`src/rtl/mod_n_step_counter_pkg.sv`:
```
// Shared types and step decode for the modulo-N step counter.
// Imported by the interface, the next-state logic and the top.
package counter_pkg;

    typedef enum logic [1:0] {
        MODE_HOLD,
        MODE_UP1,
        MODE_UP2,
        MODE_DOWN1
    } mode_t;

    typedef enum logic [1:0] {
        DIR_NONE,
        DIR_UP,
        DIR_DOWN
    } dir_t;

    typedef struct packed {
        logic signed [2:0] step;
        dir_t              dir;
    } step_t;

    localparam logic signed [2:0] STEP_HOLD  = 3'sd0;
    localparam logic signed [2:0] STEP_UP1   = 3'sd1;
    localparam logic signed [2:0] STEP_UP2   = 3'sd2;
    localparam logic signed [2:0] STEP_DOWN1 = -3'sd1;

    function automatic step_t decode_step(input mode_t m);
        step_t r;
        r.step = STEP_HOLD;
        r.dir  = DIR_NONE;
        unique case (m)
            MODE_UP1: begin
                r.step = STEP_UP1;
                r.dir  = DIR_UP;
            end
            MODE_UP2: begin
                r.step = STEP_UP2;
                r.dir  = DIR_UP;
            end
            MODE_DOWN1: begin
                r.step = STEP_DOWN1;
                r.dir  = DIR_DOWN;
            end
            default: begin
                r.step = STEP_HOLD;
                r.dir  = DIR_NONE;
            end
        endcase
        return r;
    endfunction

endpackage

```
`src/rtl/mod_n_step_counter_if.sv`:
```
// Control/status bundle of the step counter.
// master drives controls, slave is the counter.
interface mod_n_step_counter_if
    import counter_pkg::*;
#(
    parameter int WIDTH = 4
) ();

    logic             En;
    mode_t            Mode;
    logic             Load;
    logic [WIDTH-1:0] LoadValue;
    logic [WIDTH-1:0] Count;
    logic             WrapUp;
    logic             WrapDown;

    modport master (
        output En, Mode, Load, LoadValue,
        input  Count, WrapUp, WrapDown
    );

    modport slave (
        input  En, Mode, Load, LoadValue,
        output Count, WrapUp, WrapDown
    );

endinterface

```
`src/rtl/mod_n_step_counter_next.sv`:
```
// Combinational next-count and wrap/clamp decode
// for one step of the modulo-N counter.
module mod_n_next
    import counter_pkg::*;
#(
    parameter int MOD   = 9,
    parameter int WIDTH = 4
) (
    input  logic [WIDTH-1:0] count_i,
    input  mode_t            mode_i,
    input  logic             sat_i,
    output logic [WIDTH-1:0] next_o,
    output logic             wrap_up_o,
    output logic             wrap_dn_o
);

    localparam logic [WIDTH:0]   MODW = (WIDTH+1)'(MOD);
    localparam logic [WIDTH-1:0] MAXV = WIDTH'(MOD - 1);

    step_t              st;
    logic signed [WIDTH:0] stepx;
    logic [WIDTH:0]     sum;
    logic               illegal;

    assign st      = decode_step(mode_i);
    assign stepx   = (WIDTH+1)'(st.step);
    assign sum     = {1'b0, count_i} + stepx;
    assign illegal = {1'b0, count_i} >= MODW;

    always_comb begin
        next_o    = count_i;
        wrap_up_o = 1'b0;
        wrap_dn_o = 1'b0;
        // an unreachable count recovers to 0 on any counting edge
        if (illegal) begin
            next_o = '0;
        end else if (st.dir == DIR_UP) begin
            if (sum >= MODW) begin
                next_o    = sat_i ? MAXV : WIDTH'(sum - MODW);
                wrap_up_o = 1'b1;
            end else begin
                next_o = sum[WIDTH-1:0];
            end
        end else if (st.dir == DIR_DOWN) begin
            if (count_i == '0) begin
                next_o    = sat_i ? '0 : MAXV;
                wrap_dn_o = 1'b1;
            end else begin
                next_o = sum[WIDTH-1:0];
            end
        end
    end

endmodule

```
`src/rtl/mod_n_step_counter.sv`:
```
// Modulo-N +1/+2/-1 step counter with load and registered wrap pulses.
// Define COUNTER_SATURATE_EN to clamp at the range limits instead of wrapping.
module mod_n_step_counter
    import counter_pkg::*;
#(
    parameter int MOD   = 9,
    parameter int WIDTH = 4
) (
    input  logic                 Clock,
    input  logic                 Reset,
    mod_n_step_counter_if.slave  bus
);

    if (MOD < 3 || (2 ** WIDTH) < MOD) begin : g_param_chk
        $error("mod_n_step_counter: need MOD>=3 and 2**WIDTH>=MOD");
    end

    localparam logic [WIDTH:0] MODW = (WIDTH+1)'(MOD);

`ifdef COUNTER_SATURATE_EN
    localparam logic SAT = 1'b1;
`else
    localparam logic SAT = 1'b0;
`endif

    logic [WIDTH-1:0] count_q, count_d;
    logic             wrap_up_q, wrap_up_d;
    logic             wrap_dn_q, wrap_dn_d;
    mode_t            eff_mode;
    logic             load_ok;

    assign eff_mode = bus.En ? bus.Mode : MODE_HOLD;
    assign load_ok  = {1'b0, bus.LoadValue} < MODW;

    mod_n_next #(
        .MOD   (MOD),
        .WIDTH (WIDTH)
    ) u_next (
        .count_i   (count_q),
        .mode_i    (eff_mode),
        .sat_i     (SAT),
        .next_o    (count_d),
        .wrap_up_o (wrap_up_d),
        .wrap_dn_o (wrap_dn_d)
    );

    always_ff @(posedge Clock) begin
        if (Reset) begin
            count_q   <= '0;
            wrap_up_q <= 1'b0;
            wrap_dn_q <= 1'b0;
        end else if (bus.Load) begin
            count_q   <= load_ok ? bus.LoadValue : '0;
            wrap_up_q <= 1'b0;
            wrap_dn_q <= 1'b0;
        end else begin
            count_q   <= count_d;
            wrap_up_q <= wrap_up_d;
            wrap_dn_q <= wrap_dn_d;
        end
    end

    assign bus.Count    = count_q;
    assign bus.WrapUp   = wrap_up_q;
    assign bus.WrapDown = wrap_dn_q;

endmodule

```
`src/flat_wrapper.sv`:
```
// flat-port wrapper written by rule: the top's interface ports become plain ports
module mod_n_step_counter_flat import counter_pkg::*;
#(
    parameter int MOD   = 9,
    parameter int WIDTH = 4
)
  (Clock, Reset, bus_En, bus_Mode, bus_Load, bus_LoadValue, bus_Count, bus_WrapUp, bus_WrapDown);
  mod_n_step_counter_if #(.WIDTH(WIDTH)) bus_i ();
  input  logic Clock;
  input  logic Reset;
  input wire logic [$bits(bus_i.En)-1:0] bus_En;
  input wire logic [$bits(bus_i.Mode)-1:0] bus_Mode;
  input wire logic [$bits(bus_i.Load)-1:0] bus_Load;
  input wire logic [$bits(bus_i.LoadValue)-1:0] bus_LoadValue;
  output wire logic [$bits(bus_i.Count)-1:0] bus_Count;
  output wire logic [$bits(bus_i.WrapUp)-1:0] bus_WrapUp;
  output wire logic [$bits(bus_i.WrapDown)-1:0] bus_WrapDown;
  assign bus_i.En = bus_En;
  assign bus_i.Mode = bus_Mode;
  assign bus_i.Load = bus_Load;
  assign bus_i.LoadValue = bus_LoadValue;
  assign bus_Count = bus_i.Count;
  assign bus_WrapUp = bus_i.WrapUp;
  assign bus_WrapDown = bus_i.WrapDown;
  mod_n_step_counter #(.MOD(MOD), .WIDTH(WIDTH)) u_core (.Clock(Clock), .Reset(Reset), .bus(bus_i));
endmodule
```
`config.mk`:
```
export PLATFORM = sky130hd
export DESIGN_NAME = mod_n_step_counter_flat
export DESIGN_NICKNAME = d
export VERILOG_FILES = /design/src/rtl/mod_n_step_counter_pkg.sv /design/src/rtl/mod_n_step_counter_if.sv /design/src/rtl/mod_n_step_counter_next.sv /design/src/rtl/mod_n_step_counter.sv /design/src/flat_wrapper.sv
export SDC_FILE = /design/constraint.sdc
export NUM_CORES = 1
export LEC_CHECK = 0
export CAP_MARGIN = 20
export CORE_AREA = 2 2 48 50
export DETAILED_ROUTE_END_ITERATION = 8
export DIE_AREA = 0 0 50 52
export HOLD_SLACK_MARGIN = 0.15
export PLACE_DENSITY = 0.66
export SLEW_MARGIN = 30
export SYNTH_ARGS = -nofsm -noshare
export SYNTH_HDL_FRONTEND = slang
export SYNTH_SLANG_ARGS = --single-unit
export TNS_END_PERCENT = 10
```
`constraint.sdc`:
```
create_clock -name Clock -period 2.7 [get_ports Clock]
set_input_delay 0.27 -clock Clock [delete_from_list [all_inputs] [get_ports Clock]]
set_output_delay 0.27 -clock Clock [all_outputs]
set_load 0.05 [all_outputs]
```
==> metrics.md <==
| Metric | Value |
|---|---|
| Area of the multi-input gates | approximately 720 um^2 |
| CTS tree | yes |
| Register area | 121 um^2 |
| # IOs | 16 |
| Die Y-Extent | around 52 um |
| Final ANT Viol Nets | 0 |
| Register bit total from synthesis | 6 |
| Setup Skew | 0.00739 ns |
| Startpoint types | input pin |
| Clock tree sinks | 6 |
| Placed Area | 1200 um^2 |
| Final setup viols | 0 |
| Cell area power density | 328 nW/um^2 |
| CP endpoint kind | register |
| DP Wirelength | 2070 um |
| Post-synthesis cell type count | 50 |
| Top-area cell type share of the netlist area | 13.3% |
| Ys Warns | 0 |
| First-pass GRT wire length | 4400 um |
| Largest area contributor in the netlist | dfxtp_1 |
| Normalized max-slew margin | 66.6% |
| CTS clk-pin slew, worst paths | 0.05 ns |
| Sequential area share after synthesis | 13.3% |
| Setup TNS | 0 ns |
| GP Congestion | around 0.9 |
| Final Cycle Share | 94.1% |
| Die Wd | roughly 50 um |
| Outcome | complete, no violations |
| Wire length per cell | 13.9 um |
| Post-synthesis instance area | around 900 um^2 |
| Synth Net Count | 140 |
| Top_reg_cell synth | dfxtp_1 |
| Async S/R FF share, synth | 0% |
| Largest family of logic cells by synthesized area | simple AND/OR/NAND/NOR gates |
| Vias per cell | around 5.8 |
| Share of cells above drive strength 1 | 23.5% |
| Pin count of the biggest net entering global routing | 14 |
| Fmax | 0.394 GHz |
| EDFF count, synth | 0 |
| Row count | 17 |
| Worst path required time | around 2.8 ns |
| Vias | 1044 |
| Drt first pass iters | 4 |
| CTS Hold Bufs | 0 |
| Total CTS buffers | 3 |
| Cells after synthesis | 122 |
| Fillers | between 200 and 250 |
| Iteration-0 DRC Markers | 29 |
| Starting density of the core | 42.8% |
| Synth Area in Compound Gates | between 20% and 30% |
| Hold Crit Class | in2reg |
| Vias in the first global route | 972 |
| Synth top area cells | dfxtp_1 (13%), ha_1 (9.7%), nand2_1 (5.8%) |
| Post-synthesis mux area share | 2.36% |
| Post-synthesis simple-gate area fraction | 34.1% |
| Gr ovfl total | 0 |
| Diode count | 0 |
| Synthesized area per cell | 7.39 um^2 |
| Crit path DAT | 2.68 ns |
| Worst VDD drop | 259 uV |
| Final Instance Area | 1240 um^2 |
| Most common cell after layout, fill and taps aside | buf_4 |
| Most frequent cells in the layout | buf_4 (21), clkdlybuf4s50_1 (15), nand2_1 (14) |
| Slew Limit Fails | 0 |
| Min Tclk post-route | 2.54 ns |
| Post-Synth Adder-Cell Area | roughly an eighth |
| Area grow syn2layout | 37.9% |
| Worst Tran Pin Value | 0.500 ns |
| I/O Buffers | 15 |
| Die ar. | 2600 um^2 |
| Hold Fails Final Rpt | 0 |
| Worst-path fanout max | 3 |
| H-tree lvl count | 1 |
| Max-cap violations | 0 |
| Remaining DRCs | 0 |
| Deepest clock path buffer count | 2 |
| Routed WL | about 2500 um |
| CORE AREA | ~2100 um^2 |
| Pleak | 0.000560 uW |
| Clk_lat worst skew | 0.26 ns |
| Final nets | approximately 170 |
| Clock root cell | clkbuf_4 |
| Antenna violations before repair | 0 |
| Setup CP Type | in2reg |
| Total GRT Usage | 22.0% |
| Post-Synth XOR/XNOR Area | 3.47% |
[flip-flops by register name, indices dropped and copies added, names as in the netlist]
| signal | flops |
|---|---|
| u_core.bus.WrapDown | 1 |
| u_core.bus.WrapUp | 1 |
| u_core.bus.Count | 4 |
[worst max-delay path: stages]
cell and delay (ns):
clkdlybuf4s50_1 0.47, nand2_1 0.06, inv_1 0.05, ha_1 0.17, inv_1 0.06, fa_1 0.48
ha_1 0.25, nor4b_4 0.25, nand3_2 0.14, nand4_1 0.13, mux2_2 0.34
[worst paths after layout]
| path | startpoint | cells past startpoint | slack (ns) | to |
|---|---|---|---|---|
| max | bus_En | 11 | 0.16 | u_core.bus.Count[2] |
| min | Reset | 2 | 0.73 | u_core.bus.Count[3] |
| max reg2reg | u_core.bus.Count[0] | 8 | 0.40 | u_core.bus.Count[2] |
| min reg2reg | u_core.bus.Count[0] | 5 | 0.80 | u_core.bus.Count[0] |
[layout make-up]
cell class                      count  share of cell area, %
Clock buffer                        3                   1.81
Inverter                           11                   3.32
Multi-Input combinational cell     97                   57.5
Sequential cell                     6                   9.76
Tap cell                           28                   2.82
Timing Repair Buffer               36                   24.7
[through the flow]
stage	instances	hold WS (ns)	setup WS [ns]	total power (uW)	utilization (%)
after global routing	181	0.763	-0.00616	436	59.1
after global placement	178	0.811	-0.233	305	57.2
after floorplan	122	0.349	0.0428	234	-
final	181	0.730	0.160	408	59.1
after detailed placement	178	0.803	-0.256	308	57.2
after CTS	181	0.733	0.00903	400	58.3
[power breakdown]
part	switching [uW]	leakage, uW	internal, uW	total [uW]
sequential	7.73	0.0000493	93.4	101
clock	41.6	0.0000138	50.9	92.5
combinational	112	0.000497	102	215
[layer usage]
layer	wire, um	up-vias	GRT usage [%]
li1	-	518	-
met4	51	0	8.80
met5	0	-	0
met1	1110	485	26.8
met3	94	9	3.16
met2	1260	32	38.8
[cells by family after synthesis]
logic type | after synthesis
adder cells (fa/ha/maj) | 8
buffers and inverters | 19
AND/OR/NAND/NOR | 53
AO/OA/AOI/OAI | 32
flip-flops | 6
multiplexers | 2
XOR/XNOR | 2
[Yosys cell counts, types with 2 or more instances]
cell      count
nor4_1        2
o22ai_1       3
nor3_1        5
ha_1          7
or2_2         2
dfxtp_1       6
nand3b_1      2
nand4_1       2
buf_2         6
and2_1        2
nand2b_1      2
a21oi_1       5
inv_1        11
a211o_1       3
o21ai_0       4
nor2_1        8
nor3b_1       2
a221oi_1      3
nand2_1      14
a31oi_1       3
[repair_timing]
action,4_1_cts,5_1_grt
buffers inserted,0,0
resized for setup,0,4
endpoints found under the hold margin,0,0
setup endpoints to repair,0,4
No activity file was read; power rests on OpenSTA's default activity.
